### config.mk
export PLATFORM = sky130hd
export DESIGN_NAME = spy_chain_sensor
export DESIGN_NICKNAME = d
export VERILOG_FILES = /design/src/rtl/spy_pkg.sv /design/src/rtl/singlepath_3_spy_p35.sv /design/src/rtl/spy_tap_chain.sv /design/src/rtl/spy_chain_sensor.sv
export SDC_FILE = /design/constraint.sdc
export NUM_CORES = 1
export LEC_CHECK = 0
export CORE_MARGIN = 2
export CORE_UTILIZATION = 55
export CTS_CLUSTER_SIZE = 28
export DETAILED_ROUTE_END_ITERATION = 8
export GPL_TIMING_DRIVEN = 1
export PLACE_DENSITY_LB_ADDON = 0.1
export SETUP_SLACK_MARGIN = 0.3
export SLEW_MARGIN = 20
export SYNTH_ARGS = -nofsm -noshare
export SYNTH_HDL_FRONTEND = slang
export SYNTH_SLANG_ARGS = --single-unit
### constraint.sdc
create_clock -name clk -period 5.6 [get_ports clk]
set_input_delay 0.84 -clock clk [delete_from_list [all_inputs] [get_ports clk]]
set_output_delay 0.84 -clock clk [all_outputs]
set_load 0.005 [all_outputs]
### src/rtl/spy_pkg.sv
// Shared types and constants for the spy delay-line timing sensor.
package spy_pkg;

   typedef enum logic [2:0] {
      IDLE,
      LAUNCH,
      SAMPLE,
      SYNC,
      EVAL,
      SETTLE,
      DONE
   } SpyState;

   localparam int DEFAULT_CHAIN_LEN  = 50;
   localparam int DEFAULT_TAP_STRIDE = 5;

   // Side-input ties that reduce the path cell to a plain inverter
   localparam logic CELL_SIDE_A = 1'b0;
   localparam logic CELL_SIDE_B = 1'b0;
   localparam logic CELL_SIDE_C = 1'b1;
   localparam logic CELL_SIDE_D = 1'b0;

   function automatic int spyClog2(input int value);
      int width;
      width = 0;
      while ((1 << width) < value) width++;
      return width;
   endfunction

endpackage

### src/rtl/singlepath_3_spy_p35.sv
// Functional model of the lab's inverting path cell; side inputs select the
// cell behaviour, and the sensor ties them so the cell acts as an inverter.
module singlepath_3_spy_p35 (
   input  logic pathIn,
   input  logic sideA,
   input  logic sideB,
   input  logic sideC,
   input  logic sideD,
   output logic pathOut
);

   assign pathOut = (sideC & ~(pathIn | sideB)) | (sideD & sideA);

endmodule

### src/rtl/spy_tap_chain.sv
// Series chain of inverting path cells with evenly spaced, polarity-corrected taps.
module spy_tap_chain
   import spy_pkg::*;
#(
   parameter  int CHAIN_LEN  = DEFAULT_CHAIN_LEN,
   parameter  int TAP_STRIDE = DEFAULT_TAP_STRIDE,
   localparam int NUM_TAPS   = CHAIN_LEN / TAP_STRIDE
) (
   input  logic                launch,
   output logic [NUM_TAPS-1:0] taps
);

   // Each stage gets its own kept wire so the tools cannot collapse the chain
   for (genvar i = 0; i < CHAIN_LEN; i++) begin : gCell
      logic cellIn;
      (* keep = "true" *) logic cellOut;

      if (i == 0) begin : gHead
         assign cellIn = launch;
      end else begin : gLink
         assign cellIn = gCell[i-1].cellOut;
      end

      singlepath_3_spy_p35 uCell (
         .pathIn (cellIn),
         .sideA  (CELL_SIDE_A),
         .sideB  (CELL_SIDE_B),
         .sideC  (CELL_SIDE_C),
         .sideD  (CELL_SIDE_D),
         .pathOut(cellOut)
      );
   end

   // An odd number of inversions flips the tap, so a 1 always means "edge arrived"
   for (genvar k = 0; k < NUM_TAPS; k++) begin : gTap
      localparam int   DEPTH    = (k + 1) * TAP_STRIDE;
      localparam logic INVERTED = 1'(DEPTH % 2);
      assign taps[k] = gCell[DEPTH-1].cellOut ^ INVERTED;
   end

endmodule

### src/rtl/spy_chain_sensor.sv
// Delay-line timing sensor: launches an edge, captures tap depth one clock later,
// and reports mean/min/max/saturation over 2^AVG_LOG2 samples.
module spy_chain_sensor
   import spy_pkg::*;
#(
   parameter  int CHAIN_LEN  = DEFAULT_CHAIN_LEN,
   parameter  int TAP_STRIDE = DEFAULT_TAP_STRIDE,
   parameter  int AVG_LOG2   = 3,
   parameter  int SETTLE_CYC = 4,
   localparam int NUM_TAPS   = CHAIN_LEN / TAP_STRIDE,
   localparam int TAP_W      = spyClog2(NUM_TAPS + 1)
) (
   input  logic             clk,
   input  logic             rst_n,
   input  logic             start,
   input  logic             continuous,
   output logic             busy,
   output logic             result_valid,
   input  logic             result_ready,
   output logic [TAP_W-1:0] result_mean,
   output logic [TAP_W-1:0] result_min,
   output logic [TAP_W-1:0] result_max,
   output logic             saturated
);

   localparam int NUM_SAMPLES = 1 << AVG_LOG2;
   localparam int SUM_W       = TAP_W + AVG_LOG2;
   localparam int IDX_W       = AVG_LOG2 + 1;
   localparam int SETTLE_W    = spyClog2(SETTLE_CYC + 1);

   SpyState             state;
   SpyState             nextState;
   logic                clearAcc;
   logic                launch;
   logic [NUM_TAPS-1:0] correctedTaps;
   (* ASYNC_REG = "TRUE", keep = "true" *) logic [NUM_TAPS-1:0] cap1;
   logic [NUM_TAPS-1:0] cap2;
   logic [TAP_W-1:0]    depth;
   logic [SUM_W-1:0]    sumAcc;
   logic [IDX_W-1:0]    sampleIdx;
   logic [TAP_W-1:0]    minAcc;
   logic [TAP_W-1:0]    maxAcc;
   logic                satAcc;
   logic [SETTLE_W-1:0] settleCnt;
   logic                lastSettle;
   logic                enterDone;

   spy_tap_chain #(
      .CHAIN_LEN (CHAIN_LEN),
      .TAP_STRIDE(TAP_STRIDE)
   ) uTapChain (
      .launch(launch),
      .taps  (correctedTaps)
   );

   // Popcount rather than thermometer decode so capture bubbles do not skew depth
   assign depth        = TAP_W'($countones(cap2));
   assign lastSettle   = (settleCnt == SETTLE_W'(SETTLE_CYC - 1));
   assign enterDone    = (state == SETTLE) && (nextState == DONE);
   assign busy         = (state != IDLE);
   assign result_valid = (state == DONE);

   always_ff @(posedge clk or negedge rst_n) begin
      if (!rst_n) state <= IDLE;
      else        state <= nextState;
   end

   always_comb begin
      nextState = state;
      clearAcc  = 1'b0;
      case (state)
         IDLE: begin
            if (start) begin
               nextState = LAUNCH;
               clearAcc  = 1'b1;
            end
         end
         LAUNCH: nextState = SAMPLE;
         SAMPLE: nextState = SYNC;
         SYNC:   nextState = EVAL;
         EVAL:   nextState = SETTLE;
         SETTLE: begin
            if (lastSettle)
               nextState = (sampleIdx == IDX_W'(NUM_SAMPLES)) ? DONE : LAUNCH;
         end
         DONE: begin
            if (result_ready) begin
               nextState = continuous ? LAUNCH : IDLE;
               clearAcc  = continuous;
            end
         end
         default: nextState = IDLE;
      endcase
   end

   always_ff @(posedge clk or negedge rst_n) begin
      if (!rst_n)                          settleCnt <= '0;
      else if (state == SETTLE && !lastSettle) settleCnt <= settleCnt + SETTLE_W'(1);
      else                                 settleCnt <= '0;
   end

   // Launch, two-stage capture and per-sample accumulation
   always_ff @(posedge clk or negedge rst_n) begin
      if (!rst_n) begin
         launch    <= 1'b0;
         cap1      <= '0;
         cap2      <= '0;
         sumAcc    <= '0;
         sampleIdx <= '0;
         minAcc    <= '1;
         maxAcc    <= '0;
         satAcc    <= 1'b0;
      end else begin
         if (clearAcc) begin
            sumAcc    <= '0;
            sampleIdx <= '0;
            minAcc    <= '1;
            maxAcc    <= '0;
            satAcc    <= 1'b0;
         end
         case (state)
            LAUNCH: launch <= 1'b1;
            SAMPLE: cap1   <= correctedTaps;
            SYNC:   cap2   <= cap1;
            EVAL: begin
               sumAcc    <= sumAcc + SUM_W'(depth);
               sampleIdx <= sampleIdx + IDX_W'(1);
               if (depth < minAcc) minAcc <= depth;
               if (depth > maxAcc) maxAcc <= depth;
               satAcc    <= satAcc | (depth == TAP_W'(NUM_TAPS));
               launch    <= 1'b0;
            end
            default: ;
         endcase
      end
   end

   // Results only move on entry to DONE so the consumer sees a frozen set
   always_ff @(posedge clk or negedge rst_n) begin
      if (!rst_n) begin
         result_mean <= '0;
         result_min  <= '0;
         result_max  <= '0;
         saturated   <= 1'b0;
      end else if (enterDone) begin
         result_mean <= TAP_W'(sumAcc >> AVG_LOG2);
         result_min  <= minAcc;
         result_max  <= maxAcc;
         saturated   <= satAcc;
      end
   end

endmodule
==> run_results.csv <==
group,metric,value,unit
outcome,status,"finished, final reports clean",
yosys,syn-instance-count,170,
floorplan,initial_utilization,0.588,
pwr,p_clk_frac,0.159,
clock_network,clk_pin_slew,0.11,ns
yosys,synth_fp_nets,186,
place,io_buffers,19,
timing,relSlewSlack,0.402,
finish,layout-drive-gt1-share,0.163,
worst_setup_path,rr_startpoint,"sampleIdx[0]",
pwr,p_switching,0.000327,W
timing,report.final.slew_viol_count,0,
floorplan,io_pins,20,
pwr,power.internal,0.000561,W
timing,setup_violations,0,
timing,hold_viol_final,0,
clock_network,clock-sinks,41,
hold_path,min_from,"settleCnt[0]",
finish,n_fill_cell,281,
worst_setup_path,crit_arrival,1.91,ns
route,drt-wirelength-per-cell,14.7,um
global_routing,grt_pass1_wl,6100,um
route,vias,1307,
worst_setup_path,crit_path_top_delay_cell,"dfrtp_1",
clock_network,cts_setup_buffers,0,
floorplan,dieArea,4150,um^2
route,drtPass1Iterations,4,
finish,nets,205,
worst_setup_path,critPathRequiredTime,4.76,ns
worst_setup_path,crit_family,"buffers and inverters",
timing,max_freq,364,MHz
route,drtIter0Drc,92,
pwr,leakage,1.06,nW
worst_setup_path,cp-end-kind,"output pin",
pwr,power_frac_seq,0.515,
worst_setup_path,critPathMaxStageDelay,0.61,ns
timing,rsz0062_at_grt,"false",
finish,multiInputGateArea,883,um^2
worst_setup_path,path_cells,"inv_1 > nor3b_1 > clkdlybuf4s50_1",
hold_path,worstHoldEndpoint,"settleCnt[0]",
clock_network,post_cts_resized,0,
clock_network,root_buffer,"clkbuf_4",
worst_setup_path,critical_path_class,"register to output pin",
floorplan,die_h,64.4,um
worst_setup_path,worstPathMaxFanout,10,
yosys,synth_warnings,0,
finish,stdcell_count,236,
global_routing,antenna_found_initial,0,
hold_path,hold_depth,1,
timing,max_slew.worst_pin.slew,0.898,ns
finish,antennaDiodeCount,0,
global_routing,gr-total-overflow,0,
finish,register_area,1030,um^2
pwr,comb_power_share,0.325,
global_routing,grt_usage,0.194,
clock_network,ctsHoldBuffers,0,
worst_setup_path,path_buf_inv,2,
worst_setup_path,startpoint_type,"register",
run,drv_cap,0,
worst_setup_path,r2r_cells,6,
floorplan,rows,21,
pwr,sw_frac_of_total,0.369,
finish,fin_util,0.658,
place,finalWeightedCongestion,0.709,
clock_network,clock_latency,0.36,ns
global_routing,grt_pass1_vias,1346,
clock_network,cts_made_buffers,5,
route,drc,0,
timing,fin_tns_setup,0,ns
place,place_inst,228,
place,dp_hpwl,2450,um
floorplan,core_area,3420,um^2
clock_network,htree_levels,2,
floorplan,die_w,64.4,um
clock_network,cts_tree,"done",
route,postRouteAntennaNets,0,
timing,fin_crit,2.75,ns
yosys,syn_area,2010,um^2
pwr,power_density,395,nW/um^2
timing,period_share,0.491,
timing,fin_skew,0.00837,ns
worst_setup_path,ff2ff_setup_slack,3.34,ns
pwr,max-vdd-ir-drop,0.000277,V
clock_network,clockBufferDepth,2,
yosys,synth_area_per_cell,11.8,um^2
worst_setup_path,r2r_end,"result_max[1]",
finish,area_growth,11.9,%
global_routing,grt_max_degree,42,
route,viasPerCell,5.54,
hold_path,hold_path_class,"register to register",
route,routed_wl,3470,um
-- worst reg2reg max path: stages, from the launching register on --
cell	delay [ns]
dfrtp_1	0.45
inv_1	0.08
ha_1	0.13
and3b_1	0.23
nand3_2	0.12
nor3b_4	0.74
mux2_2	0.42
-- final cells by class --
class,count,share of cell area
sequential,41,0.459
multi-input combinational,111,0.393
timing repair buffer,19,0.0824
tap,46,0.0256
clock buffer,8,0.0217
inverter,11,0.0184
-- metal layers --
| metal | up-vias | part of all wire | global-route usage |
|---|---|---|---|
| li1 | 633 | - | - |
| met1 | 644 | 0.45 | 0.235 |
| met2 | 23 | 0.50 | 0.322 |
| met3 | 7 | 0.031 | 0.0451 |
| met4 | 0 | 0.024 | 0.106 |
| met5 | - | 0 | 0 |
-- metrics by stage --
step / setup WS [ns] / hold slack (ns) / power, W / cell area (um^2)
finish: 2.85 / 0.448 / 0.000888 / 2250
global route: 2.73 / 0.465 / 0.000963 / 2250
CTS: 2.83 / 0.450 / 0.000898 / 2250
detailed placement: 3.14 / 0.434 / 0.000755 / 2200
global placement: 3.23 / 0.422 / 0.000729 / 2200
floorplan: 3.78 / 0.410 / 0.000678 / 2010
-- worst max-delay path by stage --
stage	endpoint	slack, ns	start	cells past startpoint
4_1_cts	result_valid	2.83	state[1]	3
5_1_grt	result_valid	2.73	state[1]	3
2_1_floorplan	minAcc[1]	3.78	minAcc[1]	6
6_report	result_valid	2.85	state[1]	3
3_3_place_gp	maxAcc[3]	3.23	start	5
3_5_place_dp	maxAcc[3]	3.14	start	5
-- power by group through the flow --
stage,Combinational (W),Clock (W),Sequential (W)
floorplan,0.000259,0,0.000419
global placement,0.000272,0,0.000457
detailed placement,0.000292,0,0.000463
CTS,0.000294,0.000147,0.000457
global route,0.000330,0.000163,0.000470
finish,0.000289,0.000142,0.000458
-- state kept, by name (all words and copies together), names as in the netlist --
| name | cells |
|---|---|
| state | 3 |
| maxAcc | 4 |
| satAcc | 1 |
| saturated | 1 |
| launch | 1 |
| cap1 | 1 |
| result_min | 4 |
| result_mean | 4 |
| result_max | 4 |
| minAcc | 4 |
| settleCnt | 3 |
| sampleIdx | 4 |
| cap2 | 1 |
| sumAcc | 6 |
-- layout by cell type, fill, tap and decap left out, types with 2 or more instances in the layout --
cell type / n
dfrtp_1: 37
mux2_4: 10
nand3_1: 5
o22a_1: 2
clkdlybuf4s50_1: 18
clkbuf_1: 3
o21ai_0: 14
mux2_2: 4
nor2_1: 8
a31oi_1: 2
and3b_1: 2
and3_1: 2
a21o_1: 3
or3_1: 4
clkbuf_4: 5
nand4_1: 2
dfstp_2: 4
xor2_1: 2
inv_1: 11
ha_1: 11
a21oi_1: 5
nand2_1: 13
xnor2_1: 2
Note: power is estimated with default switching activity, not from simulation.
